--- src/rtl/pll_reset_sequencer_if.sv ---
// Signal bundle between the PLL reset sequencer and the PLL / downstream reset logic.
// master: sequencer side; slave: PLL model and reset consumers.
interface pll_reset_sequencer_if;
    // No valid/ready handshake here: ready is a level status, high only while
    // the sequencer sits in RUN, and every other output is a plain level too.
    logic       locked;
    logic       pll_rst;
    logic       video_reset_n;
    logic       cpu_reset_n;
    logic       ready;
    logic       fault;
    logic [3:0] retries;
    logic [2:0] state;

    modport master (
        input  locked,
        output pll_rst, video_reset_n, cpu_reset_n, ready, fault, retries, state
    );

    modport slave (
        output locked,
        input  pll_rst, video_reset_n, cpu_reset_n, ready, fault, retries, state
    );
endinterface

--- src/rtl/pll_reset_sequencer.sv ---
// PLL reset/lock sequencer: holds the PLL in reset, qualifies lock, then releases video and
// CPU resets in order. Optional macro PLL_SEQ_FAULT_EN adds a retry budget and a FAULT state.
module pll_reset_sequencer #(
    parameter int RST_CYCLES    = 16,
    parameter int LOCK_TIMEOUT  = 65536,
    parameter int STABLE_CYCLES = 1024,
    parameter int STAGE_GAP     = 64,
    parameter int MAX_RETRY     = 7
) (
    input  logic            clkin,
    input  logic            reset_n,
    pll_reset_sequencer_if.master bus
);

    localparam int MAX_AB = (RST_CYCLES > LOCK_TIMEOUT) ? RST_CYCLES : LOCK_TIMEOUT;
    localparam int MAX_CD = (STABLE_CYCLES > STAGE_GAP) ? STABLE_CYCLES : STAGE_GAP;
    localparam int MAX_P  = (MAX_AB > MAX_CD) ? MAX_AB : MAX_CD;
    localparam int CW     = $clog2(MAX_P + 1);

    localparam logic [CW-1:0] RST_LAST    = CW'(RST_CYCLES - 1);
    localparam logic [CW-1:0] TO_LAST     = CW'(LOCK_TIMEOUT - 1);
    localparam logic [CW-1:0] STABLE_LAST = CW'(STABLE_CYCLES - 1);
    localparam logic [CW-1:0] GAP_LAST    = CW'(STAGE_GAP - 1);

    if (RST_CYCLES < 1 || LOCK_TIMEOUT < 2 || STABLE_CYCLES < 1 || STAGE_GAP < 1 ||
        MAX_RETRY < 1 || MAX_RETRY > 14) begin : g_bad_param
        $error("pll_reset_sequencer: parameter out of range");
    end

    typedef enum logic [2:0] {
        S_RESET     = 3'd0,
        S_WAIT_LOCK = 3'd1,
        S_STABLE    = 3'd2,
        S_STAGE     = 3'd3,
        S_RUN       = 3'd4,
        S_FAULT     = 3'd5
    } state_t;

    state_t        cur;
    state_t        nxt;
    logic          restart;
    logic          sync1;
    logic          locked_s;
    logic [CW-1:0] cnt;
    logic [3:0]    retries_q;

    logic pll_rst_d;
    logic video_d;
    logic cpu_d;
    logic ready_d;
    logic fault_d;

    // State register, shared cycle counter (cleared on every state entry) and retry count.
    always_ff @(posedge clkin) begin
        if (!reset_n) begin
            sync1     <= 1'b0;
            locked_s  <= 1'b0;
            cur       <= S_RESET;
            cnt       <= '0;
            retries_q <= 4'd0;
        end else begin
            sync1    <= bus.locked;
            locked_s <= sync1;
            cur      <= nxt;
            if (nxt != cur) begin
                cnt <= '0;
            end else if (cnt != '1) begin
                cnt <= cnt + 1'b1;
            end
            if (restart && nxt == S_RESET && retries_q != 4'd15) begin
                retries_q <= retries_q + 4'd1;
            end
        end
    end

    always_comb begin
        nxt     = cur;
        restart = 1'b0;
        case (cur)
            S_RESET: begin
                if (cnt == RST_LAST) nxt = S_WAIT_LOCK;
            end
            S_WAIT_LOCK: begin
                if (locked_s)            nxt = S_STABLE;
                else if (cnt == TO_LAST) restart = 1'b1;
            end
            S_STABLE: begin
                if (!locked_s)               restart = 1'b1;
                else if (cnt == STABLE_LAST) nxt = S_STAGE;
            end
            S_STAGE: begin
                if (!locked_s)            restart = 1'b1;
                else if (cnt == GAP_LAST) nxt = S_RUN;
            end
            S_RUN: begin
                if (!locked_s) restart = 1'b1;
            end
`ifdef PLL_SEQ_FAULT_EN
            S_FAULT: begin
                nxt = S_FAULT;
            end
`endif
            default: begin
                nxt = S_RESET;
            end
        endcase

        if (restart) begin
`ifdef PLL_SEQ_FAULT_EN
            // A restart that would push retries past the budget parks in FAULT instead.
            if (retries_q >= 4'(MAX_RETRY)) nxt = S_FAULT;
            else                            nxt = S_RESET;
`else
            nxt = S_RESET;
`endif
        end
    end

    // Outputs decode the next state so they change on the same edge as the state.
    always_comb begin
        pll_rst_d = (nxt == S_RESET) || (nxt == S_FAULT);
        video_d   = (nxt == S_STAGE) || (nxt == S_RUN);
        cpu_d     = (nxt == S_RUN);
        ready_d   = (nxt == S_RUN);
`ifdef PLL_SEQ_FAULT_EN
        fault_d   = (nxt == S_FAULT);
`else
        fault_d   = 1'b0;
`endif
    end

    always_ff @(posedge clkin) begin
        if (!reset_n) begin
            bus.pll_rst       <= 1'b1;
            bus.video_reset_n <= 1'b0;
            bus.cpu_reset_n   <= 1'b0;
            bus.ready         <= 1'b0;
            bus.fault         <= 1'b0;
        end else begin
            bus.pll_rst       <= pll_rst_d;
            bus.video_reset_n <= video_d;
            bus.cpu_reset_n   <= cpu_d;
            bus.ready         <= ready_d;
            bus.fault         <= fault_d;
        end
    end

    assign bus.retries = retries_q;
    assign bus.state   = cur;

endmodule

--- src/flat_wrapper.sv ---
// flat-port wrapper written by rule: the top's interface ports become plain ports
module pll_reset_sequencer_flat 
#(
    parameter int RST_CYCLES    = 16,
    parameter int LOCK_TIMEOUT  = 65536,
    parameter int STABLE_CYCLES = 1024,
    parameter int STAGE_GAP     = 64,
    parameter int MAX_RETRY     = 7
)
  (clkin, reset_n, bus_locked, bus_pll_rst, bus_video_reset_n, bus_cpu_reset_n, bus_ready, bus_fault, bus_retries, bus_state);
  pll_reset_sequencer_if bus_i ();
  input  logic clkin;
  input  logic reset_n;
  input wire logic [$bits(bus_i.locked)-1:0] bus_locked;
  output wire logic [$bits(bus_i.pll_rst)-1:0] bus_pll_rst;
  output wire logic [$bits(bus_i.video_reset_n)-1:0] bus_video_reset_n;
  output wire logic [$bits(bus_i.cpu_reset_n)-1:0] bus_cpu_reset_n;
  output wire logic [$bits(bus_i.ready)-1:0] bus_ready;
  output wire logic [$bits(bus_i.fault)-1:0] bus_fault;
  output wire logic [$bits(bus_i.retries)-1:0] bus_retries;
  output wire logic [$bits(bus_i.state)-1:0] bus_state;
  assign bus_i.locked = bus_locked;
  assign bus_pll_rst = bus_i.pll_rst;
  assign bus_video_reset_n = bus_i.video_reset_n;
  assign bus_cpu_reset_n = bus_i.cpu_reset_n;
  assign bus_ready = bus_i.ready;
  assign bus_fault = bus_i.fault;
  assign bus_retries = bus_i.retries;
  assign bus_state = bus_i.state;
  pll_reset_sequencer #(.RST_CYCLES(RST_CYCLES), .LOCK_TIMEOUT(LOCK_TIMEOUT), .STABLE_CYCLES(STABLE_CYCLES), .STAGE_GAP(STAGE_GAP), .MAX_RETRY(MAX_RETRY)) u_core (.clkin(clkin), .reset_n(reset_n), .bus(bus_i));
endmodule
--- config.mk ---
export PLATFORM = sky130hd
export DESIGN_NAME = pll_reset_sequencer_flat
export DESIGN_NICKNAME = d
export VERILOG_FILES = /design/src/rtl/pll_reset_sequencer_if.sv /design/src/rtl/pll_reset_sequencer.sv /design/src/flat_wrapper.sv
export SDC_FILE = /design/constraint.sdc
export NUM_CORES = 1
export LEC_CHECK = 0
export CORE_UTILIZATION = 55
export CTS_CLUSTER_DIAMETER = 100
export DETAILED_ROUTE_END_ITERATION = 7
export DONT_BUFFER_PORTS = 1
export PLACE_DENSITY_LB_ADDON = 0.15
export SLEW_MARGIN = 25
export SYNTH_ARGS = -nofsm -noshare
export SYNTH_HDL_FRONTEND = slang
export SYNTH_SLANG_ARGS = --single-unit
--- constraint.sdc ---
create_clock -name clkin -period 3.14 [get_ports clkin]
set_clock_uncertainty 0.15 [all_clocks]
set_input_delay 0.471 -clock clkin [delete_from_list [all_inputs] [get_ports clkin]]
set_output_delay 0.471 -clock clkin [all_outputs]
set_load 0.05 [all_outputs]
==> out/summary.md, run 1 <==
### GRT
- vias in the first global route: 1423
- largest net degree at the start of global routing: 26
- antenna violations before repair: 0
- total global routing overflow: 0
- global-route wire length before repair: 6400 um
- Total Routing Usage GR: 25.1%

### CTS
- count of H-tree levels built during CTS: 2
- clock tree root driver cell: clkbuf_4
- clock network latency to the later pin of the worst-skew pair: 340 ps
- postcts setup bufs: 0
- count of clock tree sinks: 29
- clock slew at reported path FFs: 100 ps
- post_cts resized: 0
- CTS Buf Count: 5
- hold buffer count at CTS: 0
- CTS tree: done
- deepest clock path buffer count: 2

### Worst setup path
- RR Startpoint: u_core.cnt[7]
- arrival time of data at the critical path endpoint: 3000 ps
- chain of cells forming the critical path: nand4_1, nor2_1, nand3_1, nor4_2, ha_1, o22a_1, o21ai_0, a221oi_4, buf_4, buf_4, mux2i_1
- Reg2Reg Setup Slack: 260 ps
- worst reg2reg endpoint: u_core.cnt[7]
- crit-path max cell delay: 430 ps
- WP data required: 3250 ps
- r2r worst-path depth: 11
- slowest stage cell on the critical path: dfxtp_1
- Worst Setup End Kind: register
- critical path's most frequent cell: buf_4
- kind of critical path: reg -> reg
- Worst Path Max Fanout: 10
- startpoint type of the worst setup path: register

### Routing
- average detailed-routed wire length per instance: 14.4 um
- vias per inst: 5.91
- count of nets left with antenna violations after detail routing: 0
- Pre-Repair DR Iteration Count: 4
- drt initial violations: 100
- count of unresolved DRC violations after routing: 0
- aggregate routed wire length: 3560 um
- vias after detailed routing: 1459

### Floorplan
- Initial Util: 57.5%
- floorplan die width: 58.3 um
- num ports: 15
- die height: 58.3 um
- placeable core region: 0.00303 sq mm
- Die Area: 0.00339 sq mm
- Rows: 20

### Power and ir drop
- peak supply drop: 0.184 mV
- Final Total Pwr: 0.672 mW
- leakage power figure: 0.746 nW
- power density over the cells: 359 mW/mm^2

### Final layout
- Final nets: 209
- most common cell after layout, fill and taps aside: dfxtp_1
- layout overhead on the synthesized area: 7.62%
- final design utilization: 61.9%
- most frequent cells in the layout: dfxtp_1, nand3_1, nor2_1, xor2_1, nand2_1
- proportion of layout cells with a drive suffix above 1: 15.3%
- Inserted Diodes: 0

### Timing
- Max Slew Vio Count: 0
- Final setup viols: 0
- fmax: 0.347 GHz
- RSZ-0062 raised after global routing: no
- final hold violation count: 0
- post-route clock period utilization: 91.9%
- total negative slack for setup checks: 0 ps
- clock period minus worst slack: 2880 ps
- transition time at the pin with the least slew margin: 926 ps
- worst slew slack as a fraction of its limit: 38.2%

### Synth
- number of enable-type register cells in the synthesized netlist: 0
- synthesized netlist cell count: 199
- FF+latch count, synth: 29
- mean instance size in the synthesized netlist: 8.75 sq um
- Post-Synthesis Net Count: 206
- unique cell type count in the Yosys netlist: 44
- Async SR Flop Fraction: 0%
- Post-Synthesis Cell Area: 0.00174 sq mm
- number of warnings reported in the yosys synthesis log: 0
- share of synthesized area occupied by flip-flops and latches: 33.4%
- main flop type after synthesis: dfxtp_1

### Placed design
- HPWL Detailed: 2640 um
- RD Place Congestion: 0.811
- port buffer count: 0

### Outcome
- run status: complete, no violations

### Min path
- count of cells along the worst hold path: 1
- class of the most critical hold timing path: in -> reg
- start point of the worst hold path: reset_n
- Worst Hold End: u_core.sync1

### Flow run
- count of maximum capacitance violations: 0

## flip-flops by register name, indices dropped and copies added (netlist names)
name and count:
u_core.bus.cpu_reset_n 1, u_core.sync1 1, u_core.bus.pll_rst 1, u_core.cnt 17
u_core.bus.video_reset_n 1, u_core.locked_s 1, u_core.bus.state 3, u_core.bus.retries 4
## synth_stat cells, drive strengths merged (5+ instances only)
| cell type | instances | area share (%) |
|---|---|---|
| xnor2 | 6 | 3.0 |
| nor4 | 6 | 3.4 |
| xor2 | 12 | 6.0 |
| nand3 | 18 | 5.2 |
| nand3b | 9 | 3.9 |
| nor3 | 8 | 2.3 |
| nor3b | 6 | 2.6 |
| nand2 | 10 | 2.2 |
| buf | 5 | 2.1 |
| dfxtp | 29 | 33 |
| clkbuf | 8 | 1.7 |
| a211oi | 5 | 2.2 |
| mux2i | 9 | 5.2 |
| nor2 | 13 | 2.8 |
| inv | 6 | 1.3 |
| mux2 | 6 | 3.9 |
## per-stage QoR
| stage | instances | hold slack [ps] | area (sq um) | setup slack (ps) |
|---|---|---|---|---|
| finish | 247 | 90.7 | 1870 | 256 |
| global placement | 239 | 264 | 1800 | 349 |
| global route | 247 | 82.4 | 1870 | 7.02 |
| floorplan | 199 | 262 | 1740 | 328 |
| CTS | 247 | 76.7 | 1870 | 152 |
| detailed placement | 239 | 267 | 1800 | 172 |
## worst max-delay path by stage
stage,endpoint,depth (start not counted),start,slack [ps]
final,u_core.cnt[7],11,u_core.cnt[7],260
after global routing,u_core.cnt[7],11,u_core.cnt[8],7
after CTS,u_core.cnt[10],10,u_core.cnt[7],150
after detailed placement,u_core.cnt[0],10,u_core.cnt[7],170
after global placement,u_core.cnt[1],10,u_core.cnt[7],350
after floorplan,u_core.cnt[0],9,u_core.cnt[7],330
## critical path: cells and delay by family, from the launching register on
| family | cells | cell delay (ps) |
|---|---|---|
| muxes | 1 | 190 |
| AOI/OAI and AO/OA | 3 | 600 |
| DFF | 1 | 430 |
| adders and majority gates | 1 | 240 |
| buffers and inverters | 2 | 420 |
| and+or+nand+nor | 4 | 780 |
## logic make-up after synthesis
family	synth area share, %
buf+inv	5.10
xor+xnor	9.06
flops	33.4
mux	9.06
simple gates	30.3
compound gates	10.1
fa+ha+maj	2.88
other cells	0.215
## layer usage
| metal | wire [um] | vias to the layer above | global-route usage (%) |
|---|---|---|---|
| met5 | 0 | - | 0 |
| met4 | 68 | 0 | 13.6 |
| met3 | 146 | 6 | 6.47 |
| met2 | 1780 | 33 | 41.5 |
| met1 | 1560 | 702 | 29.6 |
| li1 | - | 718 | - |
## power by group
group / total (mW) / switching (mW) / internal (mW) / leakage, nW
clock: 0.266 / 0.137 / 0.130 / 0.0413
sequential: 0.377 / 0.00516 / 0.372 / 0.235
combinational: 0.0284 / 0.0175 / 0.0110 / 0.471
## final cells by class
type                            instances  area [sq um]
Clock buffer                            7          65.1
Clock inverter                          1          5.00
Fill cell                             257          1150
Inverter                                6          22.5
Multi-Input combinational cell        151          1080
Sequential cell                        29           581
Tap cell                               44          55.1
Timing Repair Buffer                    9          67.6
Power figures use the tool's default switching activity.
==> run 2: changes to the inputs <==
clock period = 3.3 ns   (was 3.14 ns; I/O delays follow)
==> run 2 against run 1 <==
Compared with the run above:
- wire length decreased by 1.7%
- flip-flop and latch count unchanged
- register-to-register slack improved by 60 ps
- utilization increased by 0.29 points
- total power decreased by 5.4%
- critical path type unchanged
- highest routed layer unchanged
==> out/summary.md, run 2 (synthesized netlist as in run 1, its figures left out) <==
### Worst setup path
- WP data required: 3380 ps, +130 ps
- slowest stage cell on the critical path: dfxtp_1
- kind of critical path: reg -> reg
- crit-path max cell delay: 440 ps, about the same
- chain of cells forming the critical path: nand4_1, nor2_1, nand3_1, nor4_1, ha_1, o22a_1, o21ai_0, a221oi_4, buf_4, mux2_2
- number of buffers and inverters on the critical path: 1, -1
- Worst Path Max Fanout: 7, -3
- arrival time of data at the critical path endpoint: 3070 ps, +70 ps
- Worst Setup End Kind: register
- kind of cell with the highest combined delay on the critical path: simple AND/OR/NAND/NOR gates
- startpoint type of the worst setup path: register

### Power and ir drop
- fraction of power spent switching nets: 23.2%, -0.50 points
- Final Total Pwr: 0.636 mW, -5.4%
- share of power burned in combinational logic: 4.4%, +0.2 points
- Clock power frac: 39.1%, -0.5 points
- power density over the cells: 338 mW/mm^2, -5.9%
- P_sw: 0.148 mW, -7.4%
- peak supply drop: 0.237 mV, +29%
- internal power: 0.488 mW, -4.8%
- leakage power figure: 0.754 nW, +0.99%
- sequential share of power: 56.5%, +0.4 points

### CTS
- count of clock tree sinks: 29, unchanged
- deepest clock path buffer count: 2, unchanged
- post_cts resized: 0, unchanged
- CTS tree: done
- clock tree root driver cell: clkbuf_4
- clock network latency to the later pin of the worst-skew pair: 330 ps, about the same
- CTS Buf Count: 5, unchanged
- clock slew at reported path FFs: 100 ps, about the same
- count of H-tree levels built during CTS: 2, unchanged
- hold buffer count at CTS: 0, unchanged

### GRT
- antenna violations before repair: 0, unchanged
- met3 track demand over resource in global routing: 6.03%, -0.45 points
- global-route wire length before repair: 5960 um, -6.9%
- vias in the first global route: 1369, -3.8%
- total global routing overflow: 0, unchanged
- grt met2 use: 38.4%, -3.1 points
- Total Routing Usage GR: 23.1%, -2.0 points
- GR peak layer: met2
- GR met1 Demand/Resource: 27.7%, -1.9 points
- largest net degree at the start of global routing: 26, unchanged

### Routing
- vias per inst: 5.72, -3.1%
- count of nets left with antenna violations after detail routing: 0, unchanged
- vias after detailed routing: 1425, -2.3%
- Pre-Repair DR Iteration Count: 5, +1
- average detailed-routed wire length per instance: 14.1 um, -2.5%
- aggregate routed wire length: 3500 um, -1.7%
- drt initial violations: 78, -22%
- count of unresolved DRC violations after routing: 0, unchanged

### Floorplan
- Initial Util: 57.5%, unchanged
- Die Area: 0.00339 sq mm, unchanged
- die height: 58.3 um, unchanged
- placeable core region: 0.00303 sq mm, unchanged
- Rows: 20, unchanged
- floorplan die width: 58.3 um, unchanged
- num ports: 15, unchanged

### Timing
- smallest setup slack after layout: 314 ps, +57.8 ps
- transition time at the pin with the least slew margin: 937 ps, +11.4 ps
- Final setup viols: 0, unchanged
- total negative slack for setup checks: 0 ps, unchanged
- RSZ-0062 raised after global routing: no
- post-route clock period utilization: 90.5%, -1.4 points
- final hold violation count: 0, unchanged
- clock period minus worst slack: 2990 ps, +102 ps
- worst slew slack as a fraction of its limit: 37.4%, -0.76 points
- worst hold slack: 133 ps, +42.5 ps
- Max Slew Vio Count: 0, unchanged
- fmax: 0.335 GHz, -3.4%

### Final layout
- count of fill cells added during filler insertion: 281, +9.3%
- register with the most flip-flops: u_core.cnt
- Final nets: 211, +0.96%
- proportion of layout cells with a drive suffix above 1: 15.6%, +0.34 points
- most common cell after layout, fill and taps aside: dfxtp_1
- finished layout cell area: 0.00188 sq mm, +0.47%
- layout overhead on the synthesized area: 8.12%
- Inserted Diodes: 0, unchanged
- max reg flops: 17, unchanged
- most frequent cells in the layout: dfxtp_1, nand3_1, nor2_1, xor2_1, buf_4

### Placed design
- RD Place Congestion: 0.848, +4.5%
- HPWL Detailed: 2530 um, -4.3%
- Setup WS pre-CTS: 208 ps, +35.8 ps
- instance area at placement: 0.00178 sq mm, -0.84%
- port buffer count: 0, unchanged

### Outcome
- run status: complete, no violations

### Min path
- class of the most critical hold timing path: in -> reg

### Flow run
- count of maximum capacitance violations: 0, unchanged

[run 2: final cells by class]
cell class              instances  area (sq um)  area share [%]
multi-input cells             151          1070            56.9
flip-flops and latches         29           581            30.9
repair buffers                 11          82.6            4.39
clock buffers                   7          65.1            3.46
well taps                      44          55.1            2.93
inverters                       6          22.5            1.20
clock inverters                 1          5.00           0.266
[run 2: routing by layer]
metal  part of all wire [%]  wire, um  vias up
met5                      0         0        -
met4                    2.4        83        0
met3                    3.0       104        9
met2                     48      1680       28
met1                     46      1630      670
li1                       -         -      718
[run 2: through the flow]
step	instances	util [%]
after global placement	237	58.8
after CTS	245	61.2
final	249	62.1
after detailed placement	237	58.8
after floorplan	199	-
after global routing	249	62.1
[run 2: worst paths after layout]
kind,start,endpoint,slack [ps],depth (start not counted)
setup / recovery,u_core.cnt[7],u_core.cnt[1],310,10
setup reg to reg,u_core.cnt[7],u_core.cnt[1],310,10
hold reg to reg,u_core.sync1,u_core.locked_s,290,1
hold / removal,reset_n,u_core.sync1,130,1
[run 2: power by group through the flow]
stage | logic, mW | clock network [mW] | registers (mW)
floorplan | 0.0243 | 0 | 0.365
global placement | 0.0257 | 0 | 0.367
detailed placement | 0.0278 | 0 | 0.367
CTS | 0.0279 | 0.255 | 0.359
global route | 0.0312 | 0.266 | 0.360
finish | 0.0281 | 0.249 | 0.359
[run 2: worst reg2reg max path: cells and delay by family, from the launching register on]
kind	cells	cell delay, ps
simple gates	4	880
compound gates	3	620
flops	1	440
mux	1	340
fa+ha+maj	1	250
buf+inv	1	220
[run 2: what timing repair did]
| action | 4_1_cts | 5_1_grt |
|---|---|---|
| setup buffers | 0 | 4 |
| setup endpoints to repair | 0 | 16 |
| hold endpoints to repair | 0 | 0 |
==> run 3: changes to the inputs <==
clock period = 3.65 ns   (was 3.3 ns; I/O delays follow)
==> run 3 against run 2 <==
Compared with the run above:
- critical path depth unchanged
- largest power group unchanged
- count of clock-buffer cells in the layout unchanged
- non-clock buffer count is 6 lower
- clock power decreased by 11%
- hold slack improved by 52 ps
- critical path type unchanged
- die area stayed put
==> out/summary.md, run 3 (synthesized netlist as in run 1, its figures left out) <==
### Timing
- RSZ-0062 raised after global routing: no
- worst slew slack as a fraction of its limit: 37.9%, +0.44 points
- post-route clock period utilization: 89.9%, -0.56 points
- smallest setup slack after layout: 367 ps, +53.5 ps
- clock period minus worst slack: 3280 ps, +296 ps
- worst hold slack: 185 ps, +52.2 ps
- fmax: 0.305 GHz, -9.0%
- Max Slew Vio Count: 0, unchanged
- final hold violation count: 0, unchanged
- Final setup viols: 0, unchanged
- total negative slack for setup checks: 0 ps, unchanged
- transition time at the pin with the least slew margin: 931 ps, -6.55 ps

### Final layout
- register with the most flip-flops: u_core.cnt
- Inserted Diodes: 0, unchanged
- Final nets: 205, -2.8%
- final design utilization: 60.7%, -1.5 points
- most frequent cells in the layout: dfxtp_1, nand3_1, nor2_1, xor2_1, nand2_1
- most common cell after layout, fill and taps aside: dfxtp_1
- max reg flops: 17, unchanged
- final instance count without filler cells: 243, -2.4%
- count of fill cells added during filler insertion: 279, -0.71%
- layout overhead on the synthesized area: 5.54%
- proportion of layout cells with a drive suffix above 1: 13.1%, -2.5 points

### Outcome
- run status: complete, no violations

### Floorplan
- placeable core region: 0.00303 sq mm, unchanged
- num ports: 15, unchanged
- floorplan die width: 58.3 um, unchanged
- Rows: 20, unchanged
- Die Area: 0.00339 sq mm, unchanged
- Initial Util: 57.5%, unchanged
- die height: 58.3 um, unchanged

### Routing
- drt initial violations: 69, -12%
- count of unresolved DRC violations after routing: 0, unchanged
- vias per inst: 5.74, +0.38%
- vias after detailed routing: 1396, -2.0%
- count of nets left with antenna violations after detail routing: 0, unchanged
- Pre-Repair DR Iteration Count: 4, -1
- aggregate routed wire length: 3430 um, -2.1%
- average detailed-routed wire length per instance: 14.1 um, +0.27%

### Flow run
- count of maximum capacitance violations: 0, unchanged

### GRT
- met3 track demand over resource in global routing: 5.13%, -0.89 points
- antenna violations before repair: 0, unchanged
- vias in the first global route: 1337, -2.3%
- GR met1 Demand/Resource: 26.5%, -1.3 points
- Total Routing Usage GR: 22.8%, -0.27 points
- GR peak layer: met2
- largest net degree at the start of global routing: 20, -23%
- total global routing overflow: 0, unchanged
- global-route wire length before repair: 5910 um, -0.81%
- grt met2 use: 39.4%, +0.99 points

### Worst setup path
- Worst Setup End Kind: register
- Worst Path Max Fanout: 10, +3
- worst reg2reg endpoint: u_core.cnt[8]
- RR Startpoint: u_core.cnt[7]
- kind of critical path: reg -> reg
- WP data required: 3750 ps, +370 ps
- r2r worst-path depth: 10, unchanged
- Reg2Reg Setup Slack: 370 ps, +50 ps
- startpoint type of the worst setup path: register
- arrival time of data at the critical path endpoint: 3380 ps, +310 ps

### CTS
- count of clock tree sinks: 29, unchanged
- clock slew at reported path FFs: 90 ps, about the same
- deepest clock path buffer count: 2, unchanged
- CTS Buf Count: 5, unchanged
- post_cts resized: 0, unchanged
- postcts setup bufs: 0, unchanged
- clock tree root driver cell: clkbuf_4
- clock network latency to the later pin of the worst-skew pair: 330 ps, about the same
- hold buffer count at CTS: 0, unchanged
- count of H-tree levels built during CTS: 2, unchanged
- CTS tree: done

### Min path
- start point of the worst hold path: reset_n
- Worst Hold End: u_core.sync1
- class of the most critical hold timing path: in -> reg
- count of cells along the worst hold path: 1, unchanged

### Power and ir drop
- power density over the cells: 310 mW/mm^2, -8.2%
- peak supply drop: 0.185 mV, -22%
- leakage power figure: 0.729 nW, -3.4%

### Placed design
- placed instance count: 235, -0.84%
- RD Place Congestion: 0.821, -3.1%
- HPWL Detailed: 2500 um, -1.0%
- port buffer count: 0, unchanged
- Setup WS pre-CTS: 375 ps, +167 ps

run 3: cell count changes in the layout (fill, tap and decap cells not counted), sizes merged:
cell  delta
buf      -6
run 3: layer usage:
metal | share of wire, % | routed length, um
met1 | 45 | 1550
met2 | 48 | 1640
met3 | 3.7 | 128
met4 | 3.1 | 106
met5 | 0 | 0
run 3: layout make-up:
class | count | area [sq um] | area share, %
Tap cell | 44 | 55.1 | 3.00
Clock inverter | 1 | 5.00 | 0.272
Multi-Input combinational cell | 151 | 1070 | 58.3
Sequential cell | 29 | 581 | 31.6
Timing Repair Buffer | 5 | 37.5 | 2.04
Inverter | 6 | 22.5 | 1.23
Clock buffer | 7 | 65.1 | 3.54
run 3: how the worst max path moves through the flow:
stage / start / end
global route: u_core.cnt[7] / u_core.cnt[6]
detailed placement: u_core.cnt[7] / u_core.cnt[8]
floorplan: u_core.cnt[7] / u_core.cnt[0]
finish: u_core.cnt[7] / u_core.cnt[8]
global placement: u_core.cnt[7] / u_core.cnt[6]
CTS: u_core.cnt[7] / u_core.cnt[8]
run 3: power breakdown:
group          total (mW)  switching [mW]  internal, mW  leakage, nW
Sequential          0.324         0.00435         0.320        0.235
Combinational      0.0243          0.0149       0.00938        0.453
Clock               0.221           0.109         0.111       0.0413
run 3: worst max-delay path, cell delays in order, from the launching register on:
cell	delay [ps]
dfxtp_1	430
nand4_1	210
nor2_1	290
nand3_1	110
nor4_1	380
ha_1	250
o22a_1	130
o21ai_0	120
a221oi_4	620
buf_4	300
mux2i_1	210
run 3: stage by stage:
step	power [mW]	instance area [sq um]
global placement	0.355	1770
finish	0.570	1840
CTS	0.580	1840
detailed placement	0.356	1770
floorplan	0.352	1740
global route	0.598	1840
